## src/rtl/wb_port_arbiter_if.sv

```systemverilog
// Writeback-port bundle: MEM/WB pipe write, long-latency unit request/grant and register-file write outputs.
// Both the arbiter and its driver use this bundle, through opposite modports.
interface wb_port_arbiter_if;
    logic        regwrite_reg;
    logic        memtoreg_reg;
    logic [63:0] readdata_reg;
    logic [63:0] aluresult_reg;
    logic [4:0]  rd_reg;
    logic        lu_valid;
    logic [63:0] lu_data;
    logic [4:0]  lu_rd;
    logic        lu_ready;
    logic        rf_we;
    logic [4:0]  rf_waddr;
    logic [63:0] rf_wdata;
    logic        hold_req;
    logic [15:0] conflict_cnt;

    modport master (
        output regwrite_reg, memtoreg_reg, readdata_reg, aluresult_reg, rd_reg,
        output lu_valid, lu_data, lu_rd,
        input  lu_ready, rf_we, rf_waddr, rf_wdata, hold_req, conflict_cnt
    );

    modport slave (
        input  regwrite_reg, memtoreg_reg, readdata_reg, aluresult_reg, rd_reg,
        input  lu_valid, lu_data, lu_rd,
        output lu_ready, rf_we, rf_waddr, rf_wdata, hold_req, conflict_cnt
    );
endinterface

```

## src/rtl/wb_port_arbiter.sv

```systemverilog
// Shares the register-file write port between the MEM/WB pipe (absolute priority) and a long-latency unit.
// One-cycle write latency; the unit is stalled via lu_ready and a starvation FSM raises hold_req.
module wb_port_arbiter #(
    parameter int unsigned STARVE_LIMIT = 4
) (
    input  logic             clk,
    input  logic             reset,
    wb_port_arbiter_if.slave bus
);
    typedef enum logic [1:0] {IDLE = 2'd0, WAIT = 2'd1, HOLD = 2'd2} state_t;

    localparam logic [3:0] LIMIT = 4'(STARVE_LIMIT);

    state_t     state, state_nxt;
    logic [3:0] cnt, cnt_nxt;
    logic       pipe_wr;
    logic       xfer;
    logic       loss;

    assign pipe_wr = bus.regwrite_reg && (bus.rd_reg != 5'd0);
    assign xfer    = bus.lu_valid && !pipe_wr;
    assign loss    = bus.lu_valid && pipe_wr;

    // State register
    always_ff @(posedge clk) begin
        if (reset) begin
            state <= IDLE;
            cnt   <= 4'd0;
        end else begin
            state <= state_nxt;
            cnt   <= cnt_nxt;
        end
    end

    // Next-state logic: cnt counts consecutive lost cycles while the unit keeps requesting
    always_comb begin
        state_nxt = state;
        cnt_nxt   = cnt;
        case (state)
            IDLE: begin
                if (loss) begin
                    state_nxt = (LIMIT == 4'd1) ? HOLD : WAIT;
                    cnt_nxt   = 4'd1;
                end else begin
                    state_nxt = IDLE;
                    cnt_nxt   = 4'd0;
                end
            end
            WAIT: begin
                if (!loss) begin
                    state_nxt = IDLE;
                    cnt_nxt   = 4'd0;
                end else begin
                    state_nxt = (cnt + 4'd1 == LIMIT) ? HOLD : WAIT;
                    cnt_nxt   = cnt + 4'd1;
                end
            end
            HOLD: begin
                if (!loss) begin
                    state_nxt = IDLE;
                    cnt_nxt   = 4'd0;
                end
            end
            default: begin
                state_nxt = IDLE;
                cnt_nxt   = 4'd0;
            end
        endcase
    end

    // Outputs: grant is purely combinational, hold_req is decoded from the registered state
    always_comb begin
        bus.lu_ready = !pipe_wr;
        bus.hold_req = (state == HOLD);
    end

    always_ff @(posedge clk) begin
        if (reset) begin
            bus.rf_we        <= 1'b0;
            bus.rf_waddr     <= 5'd0;
            bus.rf_wdata     <= 64'd0;
            bus.conflict_cnt <= 16'd0;
        end else begin
            if (pipe_wr) begin
                bus.rf_we    <= 1'b1;
                bus.rf_waddr <= bus.rd_reg;
                bus.rf_wdata <= bus.memtoreg_reg ? bus.readdata_reg : bus.aluresult_reg;
            end else if (xfer && (bus.lu_rd != 5'd0)) begin
                bus.rf_we    <= 1'b1;
                bus.rf_waddr <= bus.lu_rd;
                bus.rf_wdata <= bus.lu_data;
            end else begin
                bus.rf_we    <= 1'b0;
            end

            if (loss && (bus.conflict_cnt != 16'hFFFF))
                bus.conflict_cnt <= bus.conflict_cnt + 16'd1;
        end
    end
endmodule

```

## src/flat_wrapper.sv

```systemverilog
// flat-port wrapper written by rule: the top's interface ports become plain ports
module wb_port_arbiter_flat 
#(
    parameter int unsigned STARVE_LIMIT = 4
)
  (clk, reset, bus_regwrite_reg, bus_memtoreg_reg, bus_readdata_reg, bus_aluresult_reg, bus_rd_reg, bus_lu_valid, bus_lu_data, bus_lu_rd, bus_lu_ready, bus_rf_we, bus_rf_waddr, bus_rf_wdata, bus_hold_req, bus_conflict_cnt);
  wb_port_arbiter_if bus_i ();
  input  logic clk;
  input  logic reset;
  input wire logic [$bits(bus_i.regwrite_reg)-1:0] bus_regwrite_reg;
  input wire logic [$bits(bus_i.memtoreg_reg)-1:0] bus_memtoreg_reg;
  input wire logic [$bits(bus_i.readdata_reg)-1:0] bus_readdata_reg;
  input wire logic [$bits(bus_i.aluresult_reg)-1:0] bus_aluresult_reg;
  input wire logic [$bits(bus_i.rd_reg)-1:0] bus_rd_reg;
  input wire logic [$bits(bus_i.lu_valid)-1:0] bus_lu_valid;
  input wire logic [$bits(bus_i.lu_data)-1:0] bus_lu_data;
  input wire logic [$bits(bus_i.lu_rd)-1:0] bus_lu_rd;
  output wire logic [$bits(bus_i.lu_ready)-1:0] bus_lu_ready;
  output wire logic [$bits(bus_i.rf_we)-1:0] bus_rf_we;
  output wire logic [$bits(bus_i.rf_waddr)-1:0] bus_rf_waddr;
  output wire logic [$bits(bus_i.rf_wdata)-1:0] bus_rf_wdata;
  output wire logic [$bits(bus_i.hold_req)-1:0] bus_hold_req;
  output wire logic [$bits(bus_i.conflict_cnt)-1:0] bus_conflict_cnt;
  assign bus_i.regwrite_reg = bus_regwrite_reg;
  assign bus_i.memtoreg_reg = bus_memtoreg_reg;
  assign bus_i.readdata_reg = bus_readdata_reg;
  assign bus_i.aluresult_reg = bus_aluresult_reg;
  assign bus_i.rd_reg = bus_rd_reg;
  assign bus_i.lu_valid = bus_lu_valid;
  assign bus_i.lu_data = bus_lu_data;
  assign bus_i.lu_rd = bus_lu_rd;
  assign bus_lu_ready = bus_i.lu_ready;
  assign bus_rf_we = bus_i.rf_we;
  assign bus_rf_waddr = bus_i.rf_waddr;
  assign bus_rf_wdata = bus_i.rf_wdata;
  assign bus_hold_req = bus_i.hold_req;
  assign bus_conflict_cnt = bus_i.conflict_cnt;
  wb_port_arbiter #(.STARVE_LIMIT(STARVE_LIMIT)) u_core (.clk(clk), .reset(reset), .bus(bus_i));
endmodule
```

## config.mk

```make
export PLATFORM = sky130hd
export DESIGN_NAME = wb_port_arbiter_flat
export DESIGN_NICKNAME = d
export VERILOG_FILES = /design/src/rtl/wb_port_arbiter_if.sv /design/src/rtl/wb_port_arbiter.sv /design/src/flat_wrapper.sv
export SDC_FILE = /design/constraint.sdc
export NUM_CORES = 1
export LEC_CHECK = 0
export CAP_MARGIN = 20
export CORE_MARGIN = 10
export CORE_UTILIZATION = 42
export CTS_CLUSTER_SIZE = 12
export DETAILED_ROUTE_END_ITERATION = 7
export PLACE_DENSITY = 0.92
export REMOVE_ABC_BUFFERS = 1
export SLEW_MARGIN = 20
export SYNTH_ARGS = -nofsm -noshare
export SYNTH_HDL_FRONTEND = slang
export SYNTH_SLANG_ARGS = --single-unit
```

## constraint.sdc

```tcl
create_clock -name clk -period 5.9 [get_ports clk]
set_clock_uncertainty 0.2 [all_clocks]
set_input_delay 1.18 -clock clk [delete_from_list [all_inputs] [get_ports clk]]
set_output_delay 1.18 -clock clk [all_outputs]
set_load 0.01 [all_outputs]
```

==> impl_metrics.py <==
metrics = {
    "place": {
        "place_congestion": 0.853,
        "io_buffer_count": 294,
        "hpwl_um": 15200,
    },
    "sta": {
        "tightest_slew_ns": 0.982,
        "tns_ns": 0,
        "hold_violations": 0,
        "period_minus_slack_ns": 4.94,
        "timing.fmax_mhz": 202,
        "setup_violations": 0,
        "post-route-period-util": 0.837,
        "slew_violations": 0,
        "rsz0062_at_grt": "no",
        "hold_ws_ns": 0.249,
        "max_slew_margin": 0.345,
    },
    "worst_setup_path": {
        "cpMostUsedCell": "clkdlybuf4s50_1",
        "cp_slowest_stage_delay_ns": 0.63,
        "crit_slowest_cell": "clkdlybuf4s50_1",
        "cp_data_required_time_ns": 4.52,
        "cp-start-kind": "input port",
        "reg2reg_to": "u_core.bus.conflict_cnt[15]$_SDFFE_PP0P_",
        "r2r_setup_slack_ns": 3.84,
        "critPathBufInv": 3,
        "arrival_ns": 3.56,
        "cp_top_family": "buffers and inverters",
        "critPathKind": "input port to primary output",
        "r2r-start": "u_core.bus.conflict_cnt[0]$_SDFFE_PP0P_",
        "cp-end-kind": "primary output",
        "r2r_cells": 6,
        "path_max_fanout": 61,
        "crit_cells": 5,
        "crit_chain": "clkdlybuf4s50_1 -> or4_1 -> o21a_1 -> inv_12 -> clkdlybuf4s50_1",
    },
    "power": {
        "powerDensity_mw_per_mm2": 207,
        "cellLeakagePower_nw": 2.83,
        "ir_drop_mv": 0.141,
    },
    "global_route": {
        "grt_pass1_vias": 5522,
        "track_usage": 0.219,
        "antenna_found_initial": 1,
        "grt_pass1_wl_um": 30800,
        "grt_max_degree": 87,
        "gr-total-overflow": 0,
    },
    "cts": {
        "post_cts.repair.setup_buffers": 0,
        "insertion_delay_ns": 0.35,
        "root_buffer": "clkbuf_16",
        "cts_sinks": 92,
        "clock_path_buffers": 2,
        "numCtsBuffers": 9,
        "hold_buffers": 0,
        "htreeDepth": 3,
        "cts_tree": "built",
        "cts_resized": 0,
        "clk_pin_slew_ns": 0.06,
    },
    "logic_synthesis": {
        "synth_cell_types": 37,
        "yosysTopAreaCell": "dfxtp_1",
        "muxShareOfSynthArea": 0.00215,
        "synth_top_family_by_area": "compound AO/OA/AOI/OAI gates",
        "synth.avg_cell_area_um2": 8.93,
        "ys_ff_latch": 92,
        "synth_warnings": 0,
        "synth-compound-area-share": 0.300,
        "synth_top_area_share": 0.351,
        "syn_area_mm2": 0.00524,
        "yosys.area_share.adder": 0.00716,
        "synthTopCellsByArea": "dfxtp_1 35%, a311oi_2 18%, nand2_1 9.5%",
        "yosysSeqAreaShare": 0.351,
        "synth_xor_xnor_area_share": 0.0267,
        "synthSimpleGateAreaFrac": 0.243,
        "netlist_instances": 587,
    },
    "layout": {
        "final_cell_mix": "292 x clkdlybuf4s50_1, 133 x nand2_1, 92 x dfxtp_1",
        "utilization": 0.695,
        "layout-drive-gt1-share": 0.107,
        "area_growth_pct": 60.4,
        "final_common_cell": "clkdlybuf4s50_1",
        "final_nets": 1051,
    },
    "detailed_routing": {
        "viasPerCell": 5.37,
        "num_vias": 5436,
        "drc_errors": 0,
        "dr.pass1.iters": 4,
        "drt-total-wl_um": 19800,
        "drt_iter0_markers": 307,
        "ant_nets": 0,
        "wl_per_cell_um": 19.5,
    },
    "min_path": {
        "hold_class": "flop to flop",
        "worstHoldStart": "u_core.state[1]$_SDFFE_PP0P_",
        "whs_endpoint": "u_core.state[0]$_SDFFE_PP0P_",
        "min_path_cells": 1,
    },
    "floorplanning": {
        "die_h_um": 132,
        "die_w_um": 132,
        "placementRows": 40,
        "die-area_mm2": 0.0174,
        "core_area_mm2": 0.0121,
        "start_util": 0.433,
        "ios": 295,
    },
    "outcome": {
        "run_status": "finished, final reports clean",
    },
    "run": {
        "drv_cap": 0,
    },
}
==> area by class of cell <==
type | count | area [µm²]
Clock inverter | 2 | 60.1
Timing Repair Buffer | 300 | 2980
Tap cell | 168 | 210
Fill cell | 957 | 3700
Sequential cell | 92 | 1840
Antenna cell | 1 | 2.50
Clock buffer | 12 | 246
Multi-Input combinational cell | 435 | 3040
Inverter | 3 | 23.8
==> power breakdown <==
part / total (W) / internal [W] / switching (W) / leakage [nW]
registers: 0.000683 / 0.000661 / 0.0000219 / 0.761
clock network: 0.000621 / 0.000379 / 0.000242 / 0.149
logic: 0.000438 / 0.000253 / 0.000185 / 1.92
total: 0.00174 / 0.00129 / 0.000449 / 2.83
==> routing by layer <==
metal | vias up | part of all wire | track usage
met5 | - | 0 | 0
met4 | 0 | 0.036 | 0.102
met2 | 244 | 0.49 | 0.371
met1 | 2502 | 0.38 | 0.234
met3 | 36 | 0.097 | 0.0846
li1 | 2654 | - | -
==> how the worst max path moves through the flow <==
stage                              end          start  slack (ns)
after floorplan           bus_lu_ready  bus_rd_reg[0]        2.00
after global placement    bus_lu_ready  bus_rd_reg[0]        1.02
after detailed placement  bus_lu_ready  bus_rd_reg[3]        0.99
after CTS                 bus_lu_ready  bus_rd_reg[3]        0.99
after global routing      bus_lu_ready  bus_rd_reg[3]        0.87
final                     bus_lu_ready  bus_rd_reg[3]        0.96
==> registers in the layout, indices dropped and copies added, names as in the netlist <==
name,cells
u_core.bus.rf_wdata,64
u_core.cnt,4
u_core.state,2
u_core.bus.rf_waddr,5
u_core.bus.conflict_cnt,16
u_core.bus.rf_we,1
==> cells in the mapped netlist (all sizes together) <==
cell type / number
a211oi: 65
a21oi: 4
a221oi: 5
a22oi: 1
a311oi: 65
a41oi: 1
and2: 3
and3: 4
and4: 2
buf: 32
clkbuf: 25
dfxtp: 92
ha: 3
inv: 3
mux2: 1
nand2: 133
nand3: 4
nand4: 10
nor2: 28
nor2b: 65
nor3: 10
nor3b: 2
nor4: 4
o211ai: 1
o21a: 2
o21ai: 2
or2: 2
or4: 2
xnor2: 10
xor2: 6
==> through the flow <==
stage | total power, W | area, µm² | worst slack (ns) | cells
after floorplan | 0.000852 | 4900 | 2.00 | 530
after global placement | 0.00113 | 8100 | 1.02 | 998
after detailed placement | 0.00114 | 8100 | 0.990 | 998
after CTS | 0.00175 | 8410 | 0.988 | 1012
after global routing | 0.00181 | 8410 | 0.874 | 1013
final | 0.00174 | 8410 | 0.961 | 1013
==> cells by family (layout without fill, tap and decap cells) <==
family,count (synthesis),after routing
adder cells (fa/ha/maj),3,3
multiplexers,1,1
XOR/XNOR,16,16
flip-flops,92,92
buffers and inverters,60,317
AO/OA/AOI/OAI,146,146
AND/OR/NAND/NOR,269,269
other,0,1
Power figures use the tool's default switching activity.
